`src/rtl/mem_arb_pkg.sv`:
```
// rtl/mem_arb_pkg.sv - shared types and sizing for the memory port arbiter
//
// Contents:
//   arbState_t  : IDLE / WAIT / RESP access sequencer states
//   grant_t     : which requester owns the memory port (GRANT_I / GRANT_D)
//   DEFAULT_TIMEOUT, TIMEOUT_CNT_W : default WAIT bound and its counter width
//   cntWidth()  : counter width for an arbitrary timeout bound

package mem_arb_pkg;

  typedef enum logic [1:0] {
    IDLE = 2'd0,
    WAIT = 2'd1,
    RESP = 2'd2
  } arbState_t;

  typedef enum logic {
    GRANT_I = 1'b0,
    GRANT_D = 1'b1
  } grant_t;

  localparam int DEFAULT_TIMEOUT = 16;
  localparam int TIMEOUT_CNT_W   = $clog2(DEFAULT_TIMEOUT);

  // The counter only has to reach timeout-1, so $clog2 is exact; a floor of
  // one bit keeps tiny bounds from producing a zero-width vector.
  function automatic int cntWidth(input int timeout);
    int w;
    w = $clog2(timeout);
    return (w < 1) ? 1 : w;
  endfunction

endpackage

```
`src/rtl/rr_arbiter_2.sv`:
```
// rtl/rr_arbiter_2.sv - combinational two-requester round-robin pick
//
// Ports:
//   req[1:0]  in  request vector, bit 0 = instruction port, bit 1 = data port
//   lastGrant in  port granted most recently
//   grant     out selected port (meaningful only when valid)
//   valid     out at least one request present

module rr_arbiter_2
  import mem_arb_pkg::*;
(
  input  logic [1:0] req,
  input  grant_t     lastGrant,
  output grant_t     grant,
  output logic       valid
);

  always_comb begin
    valid = |req;
    grant = GRANT_I;
    unique case (req)
      2'b01:   grant = GRANT_I;
      2'b10:   grant = GRANT_D;
      // Conflict: the port that did not win last time gets the slot.
      2'b11:   grant = (lastGrant == GRANT_D) ? GRANT_I : GRANT_D;
      default: grant = GRANT_I;
    endcase
  end

endmodule

```
`src/rtl/mem_port_arbiter.sv`:
```
// rtl/mem_port_arbiter.sv - shares one main-memory port between fetch and load/store
//
// Ports:
//   clk, reset                    clock (rising edge), asynchronous active-high reset
//   i_req/i_addr                  instruction read request (level) and address
//   i_ready/i_rdata/i_err         instruction response pulse, held data, timeout flag
//   d_req/d_we/d_addr/d_wdata     data request (level), write enable, address, write data
//   d_ready/d_rdata/d_err         data response pulse, held read data, timeout flag
//   mem_addr/mem_wdata            latched address / write data toward memory
//   mem_read/mem_write            strobes, asserted for the whole WAIT state
//   mem_rdata/mem_data_ready      memory read data and completion (sampled in WAIT)
//   mem_data_grabbed              pulse in RESP when a non-timed-out result was consumed

module mem_port_arbiter
  import mem_arb_pkg::*;
#(
  parameter int ADDR_W  = 32,
  parameter int DATA_W  = 32,
  parameter int TIMEOUT = DEFAULT_TIMEOUT
) (
  input  logic              clk,
  input  logic              reset,

  input  logic              i_req,
  input  logic [ADDR_W-1:0] i_addr,
  output logic              i_ready,
  output logic [DATA_W-1:0] i_rdata,
  output logic              i_err,

  input  logic              d_req,
  input  logic              d_we,
  input  logic [ADDR_W-1:0] d_addr,
  input  logic [DATA_W-1:0] d_wdata,
  output logic              d_ready,
  output logic [DATA_W-1:0] d_rdata,
  output logic              d_err,

  output logic [ADDR_W-1:0] mem_addr,
  output logic [DATA_W-1:0] mem_wdata,
  output logic              mem_read,
  output logic              mem_write,
  input  logic [DATA_W-1:0] mem_rdata,
  input  logic              mem_data_ready,
  output logic              mem_data_grabbed
);

  localparam int              CNT_W    = cntWidth(TIMEOUT);
  localparam logic [CNT_W-1:0] CNT_LAST = CNT_W'(TIMEOUT - 1);

  arbState_t         state;
  arbState_t         nextState;

  grant_t            lastGrant;
  grant_t            curGrant;
  grant_t            pickGrant;
  logic              pickValid;

  logic              opWe;
  logic              errFlag;
  logic [CNT_W-1:0]  timeoutCnt;
  logic [ADDR_W-1:0] memAddrQ;
  logic [DATA_W-1:0] memWdataQ;
  logic [DATA_W-1:0] iRdataQ;
  logic [DATA_W-1:0] dRdataQ;

  logic              grantNow;
  logic              waitDone;
  logic              waitTimeout;

  rr_arbiter_2 uArb (
    .req       ({d_req, i_req}),
    .lastGrant (lastGrant),
    .grant     (pickGrant),
    .valid     (pickValid)
  );

  assign grantNow    = (state == IDLE) && pickValid;
  // A completion arriving on the last allowed WAIT cycle beats the timeout.
  assign waitDone    = (state == WAIT) && mem_data_ready;
  assign waitTimeout = (state == WAIT) && !mem_data_ready && (timeoutCnt == CNT_LAST);

  // ---------------------------------------------------------------------------
  // FSM: state register
  // ---------------------------------------------------------------------------
  always_ff @(posedge clk or posedge reset) begin
    if (reset) begin
      state <= IDLE;
    end else begin
      state <= nextState;
    end
  end

  // ---------------------------------------------------------------------------
  // FSM: next-state logic
  // ---------------------------------------------------------------------------
  always_comb begin
    nextState = state;
    unique case (state)
      IDLE:    nextState = pickValid ? WAIT : IDLE;
      WAIT:    nextState = (waitDone || waitTimeout) ? RESP : WAIT;
      RESP:    nextState = IDLE;
      default: nextState = IDLE;
    endcase
  end

  // ---------------------------------------------------------------------------
  // FSM: outputs, decoded from registered state so a reset clears them at once
  // ---------------------------------------------------------------------------
  always_comb begin
    mem_read         = 1'b0;
    mem_write        = 1'b0;
    i_ready          = 1'b0;
    d_ready          = 1'b0;
    i_err            = 1'b0;
    d_err            = 1'b0;
    mem_data_grabbed = 1'b0;
    unique case (state)
      WAIT: begin
        mem_read  = !opWe;
        mem_write = opWe;
      end
      RESP: begin
        i_ready          = (curGrant == GRANT_I);
        d_ready          = (curGrant == GRANT_D);
        i_err            = (curGrant == GRANT_I) && errFlag;
        d_err            = (curGrant == GRANT_D) && errFlag;
        mem_data_grabbed = !errFlag;
      end
      default: ;
    endcase
  end

  // ---------------------------------------------------------------------------
  // Grant bookkeeping, payload latches, timeout counter and read-data holding
  // ---------------------------------------------------------------------------
  always_ff @(posedge clk or posedge reset) begin
    if (reset) begin
      lastGrant  <= GRANT_D;
      curGrant   <= GRANT_I;
      opWe       <= 1'b0;
      errFlag    <= 1'b0;
      timeoutCnt <= '0;
      memAddrQ   <= '0;
      memWdataQ  <= '0;
      iRdataQ    <= '0;
      dRdataQ    <= '0;
    end else begin
      if (grantNow) begin
        lastGrant  <= pickGrant;
        curGrant   <= pickGrant;
        timeoutCnt <= '0;
        errFlag    <= 1'b0;
        if (pickGrant == GRANT_D) begin
          memAddrQ  <= d_addr;
          memWdataQ <= d_wdata;
          opWe      <= d_we;
        end else begin
          // Fetch is read-only; mem_wdata keeps whatever the last write left.
          memAddrQ <= i_addr;
          opWe     <= 1'b0;
        end
      end else if (waitDone) begin
        errFlag <= 1'b0;
        if (!opWe) begin
          if (curGrant == GRANT_I) begin
            iRdataQ <= mem_rdata;
          end else begin
            dRdataQ <= mem_rdata;
          end
        end
      end else if (waitTimeout) begin
        // Read-data registers deliberately untouched: the requester sees the
        // previous value alongside err.
        errFlag <= 1'b1;
      end else if (state == WAIT) begin
        timeoutCnt <= timeoutCnt + CNT_W'(1);
      end
    end
  end

  assign mem_addr  = memAddrQ;
  assign mem_wdata = memWdataQ;
  assign i_rdata   = iRdataQ;
  assign d_rdata   = dRdataQ;

endmodule
```
`config.mk`:
```
export PLATFORM = sky130hd
export DESIGN_NAME = mem_port_arbiter
export DESIGN_NICKNAME = d
export VERILOG_FILES = /design/src/rtl/mem_arb_pkg.sv /design/src/rtl/rr_arbiter_2.sv /design/src/rtl/mem_port_arbiter.sv
export SDC_FILE = /design/constraint.sdc
export NUM_CORES = 1
export LEC_CHECK = 0
export CAP_MARGIN = 40
export CORE_ASPECT_RATIO = 0.9
export CORE_MARGIN = 2
export CORE_UTILIZATION = 37
export CTS_CLUSTER_DIAMETER = 30
export DETAILED_ROUTE_END_ITERATION = 10
export GPL_TIMING_DRIVEN = 0
export PLACE_DENSITY_LB_ADDON = 0.08
export SLEW_MARGIN = 20
export SYNTH_ARGS = -nofsm -noshare
export SYNTH_HDL_FRONTEND = slang
export SYNTH_SLANG_ARGS = --single-unit
```
`constraint.sdc`:
```
create_clock -name clk -period 4.8 [get_ports clk]
set_input_delay 1.44 -clock clk [delete_from_list [all_inputs] [get_ports clk]]
set_output_delay 1.44 -clock clk [all_outputs]
set_load 0.05 [all_outputs]
```
==> metrics.cfg <==
[outcome]
status=complete, no violations

[pwr]
powerDensity_mw_per_mm2=831.7
p_switching_w=0.003496
switching_share=0.4537
pwr-share-comb=0.570
leakage_nw=3.864
p_int_w=0.004210
clockPowerShare=0.162
p_seq_frac=0.268
peakVddDrop_v=0.0004925

[sta]
fin_ws_ps=1019
hold_viol=0
skew_ps=5.244
worstMarginPinSlew_ps=619.9
finalCriticalPeriod_ps=3781
fmax_mhz=264.5
slew_headroom=0.5859
hold_ws_ps=481.6
setup_viol=0
rsz0062_at_grt=no
fin_tns_setup_ps=0
period_share=0.7877
slew_viol_final=0

[logic_synthesis]
ys.flop_type=dfrtp_1
synthCells=358
synth_edf_count=0
synth_warnings=0
synth_area_leaders=dfrtp_1 (60%), mux2_2 (30%), mux2_1 (1.6%), buf_6 (1.2%), buf_2 (0.79%)
ys_seq_area_frac=0.6072
synth_area_mm2=0.005689
yosys.area.top_type=dfrtp_1
netlist.area_leader.share=0.6026
synth.net_count=493
ys_async_sr_fraction=1.000
syn_avg_cell_area_um2=15.89
synth_seq_cells=138
synth_cell_type_count=31

[setup_path]
worstPathCellList=nand2b_1 > nor2_1 > and2_1 > clkdlybuf4s50_1
crit_path_end_kind=output pin
critPathRequiredTime_ps=3360
worstPathArrival_ps=2340
critPathKind=reg2out
cp_slowest_cell=clkdlybuf4s50_1
critPathMaxFanout=7
cp_slowest_stage_delay_ps=800
start_kind=register

[routing]
detail-route-antenna-nets=0
dr.pass1.iters=4
vias_per_cell=4.682
post-route-drc-count=0
wire_per_inst_um=16.66
vias=4017
routed_wl_um=14300
drtIter0Drc=92

[global_route]
grt_pass1_vias=4384
overflow=0
antenna_found_initial=0
grtUsageTotal=0.1817
grt_max_degree=35
grt_pass1_wl_um=22520

[floorplanning]
chipHeight_um=121.6
row_count=42
core_area_mm2=0.01487
start_util=0.3826
io_pins=269
die_area_mm2=0.01639
die_width_um=134.7

[clock_network]
cts_tree=yes
ctsLongestPathBuffers=2
clock-root-buffer=clkbuf_16
clock_latency_ps=420
cts_hold_buffers=0
cts_resized=0
postCtsSetupBuffers=0
htreeDepth=4
cts.sinks=138
path_clk_slew_ps=50
numCtsBuffers=17

[place]
hpwl_um=11150
place_ws_ps=1390
portBuffers=268
place_congestion=0.7429

[final_layout]
n_antenna_cell=0
synthToLayoutAreaGrowth_pct=62.85
layout-drive-gt1-share=0.3121
final_nets=784

[flow_run]
maxCapViolCount=0

[hold_path]
worstHoldPathType=reg2reg

stage by stage:
stage,cell area (um^2),utilization,total power (W),std cells
finish,9265,0.6230,0.007706,858
global route,9265,0.6230,0.008053,858
CTS,9265,0.6230,0.007797,858
detailed placement,8703,0.5852,0.006517,828
global placement,8623,0.5798,0.006440,824
floorplan,5693,-,0.004967,358
state kept, by name (all words and copies together) (netlist names):
signal,flops
errFlag,1
i_rdata,32
mem_wdata,32
lastGrant,1
state,2
timeoutCnt,4
d_rdata,32
opWe,1
curGrant,1
mem_addr,32
path summary, 6_finish.rpt:
kind                             startpoint     endpoint  slack (ps)  depth (start not counted)
worst max-delay path               state[0]        d_err        1020                          4
worst min-delay path            i_rdata[29]  i_rdata[29]         480                          1
worst max register to register     state[1]   i_rdata[7]        2960                          4
worst min register to register  i_rdata[29]  i_rdata[29]         480                          1
max in group asynchronous             reset  mem_addr[9]        2540                          4
min in group asynchronous             reset  d_rdata[22]        1450                          2
cell type report:
cell class / count / area [um^2]
multi-input cells: 201 / 2107
clock buffers: 23 / 467.9
flip-flops and latches: 138 / 3455
repair buffers: 272 / 2763
well taps: 198 / 247.7
fillers: 1129 / 5607
clock inverters: 7 / 93.84
inverters: 4 / 18.77
plain buffers: 15 / 112.6
cells in the final DEF, fill, tap and decap left out, drive strengths merged:
cell and instances:
clkdlybuf4s50 268, mux2 160, dfrtp 137, clkbuf 23, buf 19, nor2 6, nand2 3, o21ai 3
and3 3, a21oi 3, and2 3, inv 3, clkinvlp 3, nor3 3, clkinv 3, and4b 2
bufinv 2, nand2b 2, and2b 1, nand4b 1, nand3 1, nor3b 1, a31o 1, nor4b 1
a21boi 1, o21a 1, a211oi 1, o2bb2ai 1, o31ai 1, mux2i 1, ha 1, dfstp 1
power groups by stage:
stage / Sequential (W) / Combinational, W / Clock [W]
5_1_grt: 0.00215 / 0.00457 / 0.00133
2_1_floorplan: 0.00400 / 0.000966 / 0
3_3_place_gp: 0.00205 / 0.00439 / 0
3_5_place_dp: 0.00209 / 0.00443 / 0
6_report: 0.00206 / 0.00439 / 0.00125
4_1_cts: 0.00207 / 0.00444 / 0.00128
per-layer routing:
layer	track usage	part of all wire	wire (um)	vias to the layer above
li1	-	-	-	1876
met1	0.1980	0.38	5402	1970
met2	0.3055	0.50	7115	155
met3	0.08989	0.11	1542	16
met4	0.06908	0.017	238	0
met5	0	0	0	-
Yosys cell counts (2+ instances only):
library cell / count
buf_6: 6
nor3_1: 2
and3_1: 3
o21ai_0: 3
and4b_1: 2
mux2_2: 152
and2_1: 3
inv_1: 4
dfrtp_1: 137
mux2_1: 8
buf_2: 9
nor2_1: 6
a21oi_1: 3
nand2_1: 3
critical path, delay by kind of cell, from the launching register on:
family | cells | cell delay [ps]
flops | 1 | 470
simple gates | 3 | 660
buf+inv | 1 | 800
cells by family after synthesis:
family,count (synthesis),synth area share
multiplexers,161,0.3185
flip-flops,138,0.6072
AND/OR/NAND/NOR,27,0.03541
buffers and inverters,19,0.02243
AO/OA/AOI/OAI,12,0.01430
adder cells (fa/ha/maj),1,0.002199
Power figures use the tool's default switching activity.
